===== src/rtl/hilo_acc_reg.sv =====
// HI/LO special-register unit: direct HI/LO writes plus a two-stage multiply-accumulate into {HI,LO}.
// Latency: direct write visible next cycle; accumulate accepted in T commits at end of T+1 (outputs in T+2).
// Backpressure: acc_ready drops for the one cycle a product is in flight; define HILO_BYPASS_EN for same-cycle outputs.
module hilo_acc_reg #(
  parameter int WIDTH = 32
) (
  input  logic             clk,
  input  logic             rst,
  input  logic             we_hi,
  input  logic             we_lo,
  input  logic [WIDTH-1:0] hi_i,
  input  logic [WIDTH-1:0] lo_i,
  input  logic             acc_valid,
  output logic             acc_ready,
  input  logic [1:0]       acc_op,
  input  logic [WIDTH-1:0] acc_a,
  input  logic [WIDTH-1:0] acc_b,
  input  logic             flush,
  output logic             busy,
  output logic [WIDTH-1:0] hi_o,
  output logic [WIDTH-1:0] lo_o
);

  localparam int AW = 2 * WIDTH;

  // Architectural HI/LO and the stage-1 pipeline register
  logic [WIDTH-1:0] hi_q, hi_d;
  logic [WIDTH-1:0] lo_q, lo_d;
  logic             s1_valid_q, s1_valid_d;
  logic [AW-1:0]    prod_q, prod_d;
  logic             sub_q, sub_d;

  logic             accept;
  logic             commit;
  logic [AW-1:0]    a_ext;
  logic [AW-1:0]    b_ext;
  logic [AW-1:0]    product;
  logic [AW-1:0]    acc_cur;
  logic [AW-1:0]    acc_new;

  assign acc_ready = ~s1_valid_q;
  assign busy      = s1_valid_q;
  // A flush both blocks a new request and kills the one in flight
  assign accept    = acc_valid & acc_ready & ~flush;
  assign commit    = s1_valid_q & ~flush;

  // Widen operands to the full accumulator width so one multiply serves signed and unsigned forms
  always_comb begin
    a_ext   = acc_op[1] ? {{WIDTH{1'b0}}, acc_a} : {{WIDTH{acc_a[WIDTH-1]}}, acc_a};
    b_ext   = acc_op[1] ? {{WIDTH{1'b0}}, acc_b} : {{WIDTH{acc_b[WIDTH-1]}}, acc_b};
    product = a_ext * b_ext;
  end

  // Stage 2 folds the registered product into HI:LO as they stand at this edge; carry/borrow drop off
  always_comb begin
    acc_cur = {hi_q, lo_q};
    acc_new = sub_q ? (acc_cur - prod_q) : (acc_cur + prod_q);
  end

  // Next-state: reset first, then direct write per half, then accumulate commit, else hold
  always_comb begin
    hi_d       = hi_q;
    lo_d       = lo_q;
    s1_valid_d = accept;
    prod_d     = prod_q;
    sub_d      = sub_q;
    if (commit) begin
      hi_d = acc_new[AW-1:WIDTH];
      lo_d = acc_new[WIDTH-1:0];
    end
    if (we_hi) hi_d = hi_i;
    if (we_lo) lo_d = lo_i;
    if (accept) begin
      prod_d = product;
      sub_d  = acc_op[0];
    end
    if (rst) begin
      hi_d       = '0;
      lo_d       = '0;
      s1_valid_d = 1'b0;
      prod_d     = '0;
      sub_d      = 1'b0;
    end
  end

  // State registers; reset is folded into the _d terms so it is synchronous
  always_ff @(posedge clk) begin
    hi_q       <= hi_d;
    lo_q       <= lo_d;
    s1_valid_q <= s1_valid_d;
    prod_q     <= prod_d;
    sub_q      <= sub_d;
  end

`ifdef HILO_BYPASS_EN
  // Expose the next-state values so writers see their result in the same cycle
  always_comb begin
    hi_o = hi_d;
    lo_o = lo_d;
  end
`else
  // Expose the registered values only
  always_comb begin
    hi_o = hi_q;
    lo_o = lo_q;
  end
`endif

endmodule


===== config.mk =====
export PLATFORM = sky130hd
export DESIGN_NAME = hilo_acc_reg
export DESIGN_NICKNAME = d
export VERILOG_FILES = /design/src/rtl/hilo_acc_reg.sv
export SDC_FILE = /design/constraint.sdc
export NUM_CORES = 2
export LEC_CHECK = 0
export BUFFER_PORTS_ARGS = -buffer_cell sky130_fd_sc_hd__buf_4
export CORE_MARGIN = 8
export CORE_UTILIZATION = 58
export DETAILED_ROUTE_END_ITERATION = 10
export PLACE_DENSITY = 0.75
export SYNTH_ARGS = -nofsm -noshare
export SYNTH_HDL_FRONTEND = slang
export SYNTH_SLANG_ARGS = --single-unit

===== constraint.sdc =====
create_clock -name clk -period 34.2 [get_ports clk]
set_input_delay 6.84 -clock clk [delete_from_list [all_inputs] [get_ports clk]]
set_output_delay 6.84 -clock clk [all_outputs]
set_load 0.05 [all_outputs]

Yosys cells after proc, flatten, opt, wreduce, memory -nomap -nowiden
Cells that the tools add are included.
Storage, ports and cells
  word-level logic and storage cells: 22
  input port bits: 136
  output and inout port bits: 66
  register bits after elaboration: 130
Cells by class
  bitwise operators: 5
  $mul: 1
  reduce and logical (&&, ||, !) cells: 2
  multiplexer cells: 7
  $add $sub $neg: 2
Operators by type and width (count)
  64-bit 2-to-1 mux: 3
  32-bit 2-to-1 mux: 4
  64-bit adder: 1
  64-bit by 64-bit multiplier with 64-bit output: 1
  64-bit subtractor: 1
  2-bit nonzero test: 2
  1-bit bitwise AND: 3
  1-bit NOT: 2

Depth between registers and ports, before layout
  depth in word-level cells: 4
  gate-level depth with buffers: 36

Least setup slack after synthesis
No wires, ideal clock.
  path type: input to register
  start: input acc_a[31]
  end: register prod_q[62]
  stages: 32
  setup time: 0.117 ns
  path slack: 18.211 ns
  arrival: 15.873 ns
  cells stage by stage: nor2b_1 > clkbuf_1 > clkbuf_1 > nand2_1 > fa_1 > inv_1 > fa_1 > fa_1 > inv_1 > fa_1 > inv_1 > fa_1 > fa_1 > fa_1 > fa_1 > fa_1 > inv_1 > fa_1 > inv_1 > ha_1 > clkbuf_1 > a2111oi_0 > o21ai_0 > a2bb2oi_1 > o2bb2ai_1 > nand2_1 > o21ai_0 > nor4b_1 > o41ai_2 > o21ai_1 > xor2_1 > a22o_1
Between the ends
  word-level cells in the longest chain between the ends: 2
Ends and longest elaborated chain
  start: declaration: line 16  | input logic [WIDTH-1:0] acc_a,
  64-bit 2-to-1 mux: line 49  | a_ext = acc_op[1] ? {{WIDTH{1'b0}}, acc_a} : {{WIDTH{acc_a[WIDTH-1]}}, acc_a};
  64-bit by 64-bit multiplier with 64-bit output: line 51  | product = a_ext * b_ext;
  end signal: assignment: line 91  | prod_q <= prod_d;
  end: declaration: line 30  | logic [AW-1:0] prod_q, prod_d;
No other way between the ends.
A chain may end at the register's enable or synchronous reset.

Worst setup path in the final report
Ends and elaborated chain as after synthesis.

==> results.txt <==
CTS tree: yes
vias per cell: 5.64
cts hold-fix bufs: 0
mux cell area share after synthesis: 0.0520%
most frequent cells in the layout: 1559 x inv_1, 1416 x fa_1, 736 x nand2_1
Synth Net Count: 8367
clk sinks: 130
Multi-input gate area: 48100 um^2
routed len/inst: 21.3 um
Die Width: 331 um
drt drc: 0
Vias: 43.3k
Slew headroom: 31.6%
port buffer count: 201
WL met3: 16900 um
I/O pins: 202
CP Capture Type: flop
R2R Setup Slk: 28.83 ns
unrepaired setup endpoints after global routing: false
first-pass GRT wire length: 261000 um
initial antenna violation count: 3
Inst Count DP: 7634
CTS buffer count: 17
required time worst endpoint: 34.53 ns
HP Class: reg -> reg
synthesized flop and latch total: 130
CTS clk-pin slew, worst paths: 0.06 ns
CP arrival: 16.84 ns
CP startpoint kind: input pin
core area: 98600 um^2
met1 wire length: 68300 um
commonest non-fill, non-tap cell in the layout: inv_1
fin. max-slew vios: 0
number of buffers and inverters on the critical path: 7
Max FO, Critical Path: 33
Post-Synth Simple-Gate Area: 14.6%
Yosys cell types: 86
Placer Congestion: 1.02
die area: 110000 um^2
combinational family with the most area after synthesis: adder cells
Die Y: 331 um
met2 WL: 73200 um
synthesized instance count: 6436
pre-CTS setup slack: 17.32 ns
Hold Vio Cnt, Final: 0
Setup Viol. Count Final: 0
Setup Buffers After CTS: 0
setup_tns: 0 ns
FFs w/ async S/R, synth: 0%
period utilisation layout: 48.3%
Layout area overhead: 4.65%
dpl hpwl: 133000 um
CP Class: in -> reg
drt initial violations: 3327
CP max stage delay: 0.88 ns
Netlist Area Pre-Place: 57700 um^2
Post-Route WL: 163000 um
ANT nets after route: 0
Compound-Gate Fraction of Synth Area: 7.76%
pin count of the biggest net entering global routing: 91
post-route insts no fill: 7669
Synth Warn #: 0
clock period minus worst slack: 16.51 ns
status: complete, no violations
number of global-route vias before repair: 47.1k
H-tree depth: 4
post-synthesis sequential area ratio: 4.51%
Root Driver: clkbuf_16
fin nets: 8297
Post-synth EDFFs: 0
starting density of the core: 58.6%
worst slew pin tran: 1.02 ns
XOR/XNOR Fraction of Synth Area: 3.59%
register area: 2600 um^2
worst setup margin: 17.69 ns
GRT Overall Usage: 30.0%
clock buffer depth: 2
Post-Syn Area per Cell: 8.97 um^2
DR pass1 iterations: 8
top layer reached by signal wires: met5
adder-cell share of the synthesized area: 57.4%
GR Overflow Total: 0
Clk Latency, worst-skew pair: 0.44 ns
Post-CTS Resized: 0
Filler cells: 8496
Primary FF master, synth: dfxtp_1
Worst path most repeated cell: fa_1
row cnt: 115
MaxCap Viol Count: 0
clk_skew: 0.0105 ns
Critical-path top delay cell: fa_1
share of cells above drive strength 1: 4.50%
CP delay by family, top: adder cells
Peak Freq: 60.6 MHz
cells in the mapped netlist, types with 7 or more instances:
cell	count	area [um^2]
a211oi_1	18	135
a21o_1	83	623
a21oi_1	275	1380
a311oi_1	9	78.8
a31o_2	7	61.3
a31oi_1	32	200
a41oi_1	12	105
and2_1	600	3750
and3_1	30	188
buf_1	19	71.3
clkbuf_1	276	1040
dfxtp_1	130	2600
fa_1	1416	28300
ha_1	379	4740
inv_1	1559	5850
nand2_1	738	2770
nand2b_1	13	81.3
nand3_1	44	220
nand4_1	23	144
nor2_1	146	548
nor2b_1	15	93.8
nor3_1	42	210
nor4_1	11	68.8
o211a_1	24	240
o211ai_1	21	158
o21a_1	8	60.1
o21ai_0	115	576
o21ai_1	7	35.0
o21bai_1	23	173
or3_1	13	81.3
xnor2_1	193	1690
xor2_1	42	368
area by class of cell:
type	instances	share of cell area [%]
Timing Repair Buffer	213	2.65
Inverter	1560	9.70
Multi-Input combinational cell	4444	79.7
Clock buffer	18	0.711
Antenna cell	3	0.0124
Clock inverter	14	0.273
Tap cell	1287	2.67
Sequential cell	130	4.31
layer usage:
layer  track usage [%]  vias up
met5                 0        -
met4              8.28        4
met3              7.59      342
met2              47.7     2020
met1              40.9    21900
li1                  -    19000
worst reg2reg max path: stages, from the launching register on:
cell and delay [ns]:
dfxtp_1 0.36, or4_1 0.58, nor3_2 0.34, and4_4 0.35, nand2_4 0.09, nor2_1 0.43
a21oi_1 0.16, xnor2_1 0.23, ha_1 0.33, and2_1 0.26, a21o_1 0.21, a21oi_1 0.15
o221ai_1 0.17, nor3_1 0.24, o31ai_2 0.13, and2_4 0.19, a311o_2 0.41, a31oi_1 0.22
xor2_1 0.10, a2111oi_2 0.34
flip-flops by register name, summed over array words and instances, names as in the netlist:
register / cells
prod_q: 64
hi_o: 32
lo_o: 32
busy: 1
sub_q: 1
worst paths after layout:
kind | end | depth (start not counted) | from
setup reg to reg | hi_o[26] | 19 | prod_q[6]
hold reg to reg | prod_q[32] | 2 | prod_q[32]
setup / recovery | prod_q[62] | 31 | acc_a[31]
hold / removal | prod_q[32] | 2 | prod_q[32]
through the flow:
step / utilization (%) / hold slack, ns / instance area (um^2)
after CTS: 61.3 / 0.482 / 60400
final: 61.3 / 0.483 / 60400
after global placement: 60.7 / 0.468 / 59800
after global routing: 61.3 / 0.504 / 60400
after detailed placement: 60.7 / 0.474 / 59800
after floorplan: - / 0.457 / 57700
cells by family after synthesis:
kind of cell | after synthesis
buf+inv | 1862
fa+ha+maj | 1797
simple gates | 1705
compound gates | 703
xor+xnor | 236
flops | 130
mux | 3
Power is not shown: default switching activity piles up to over one toggle a cycle in this logic, so the estimate is an artifact.
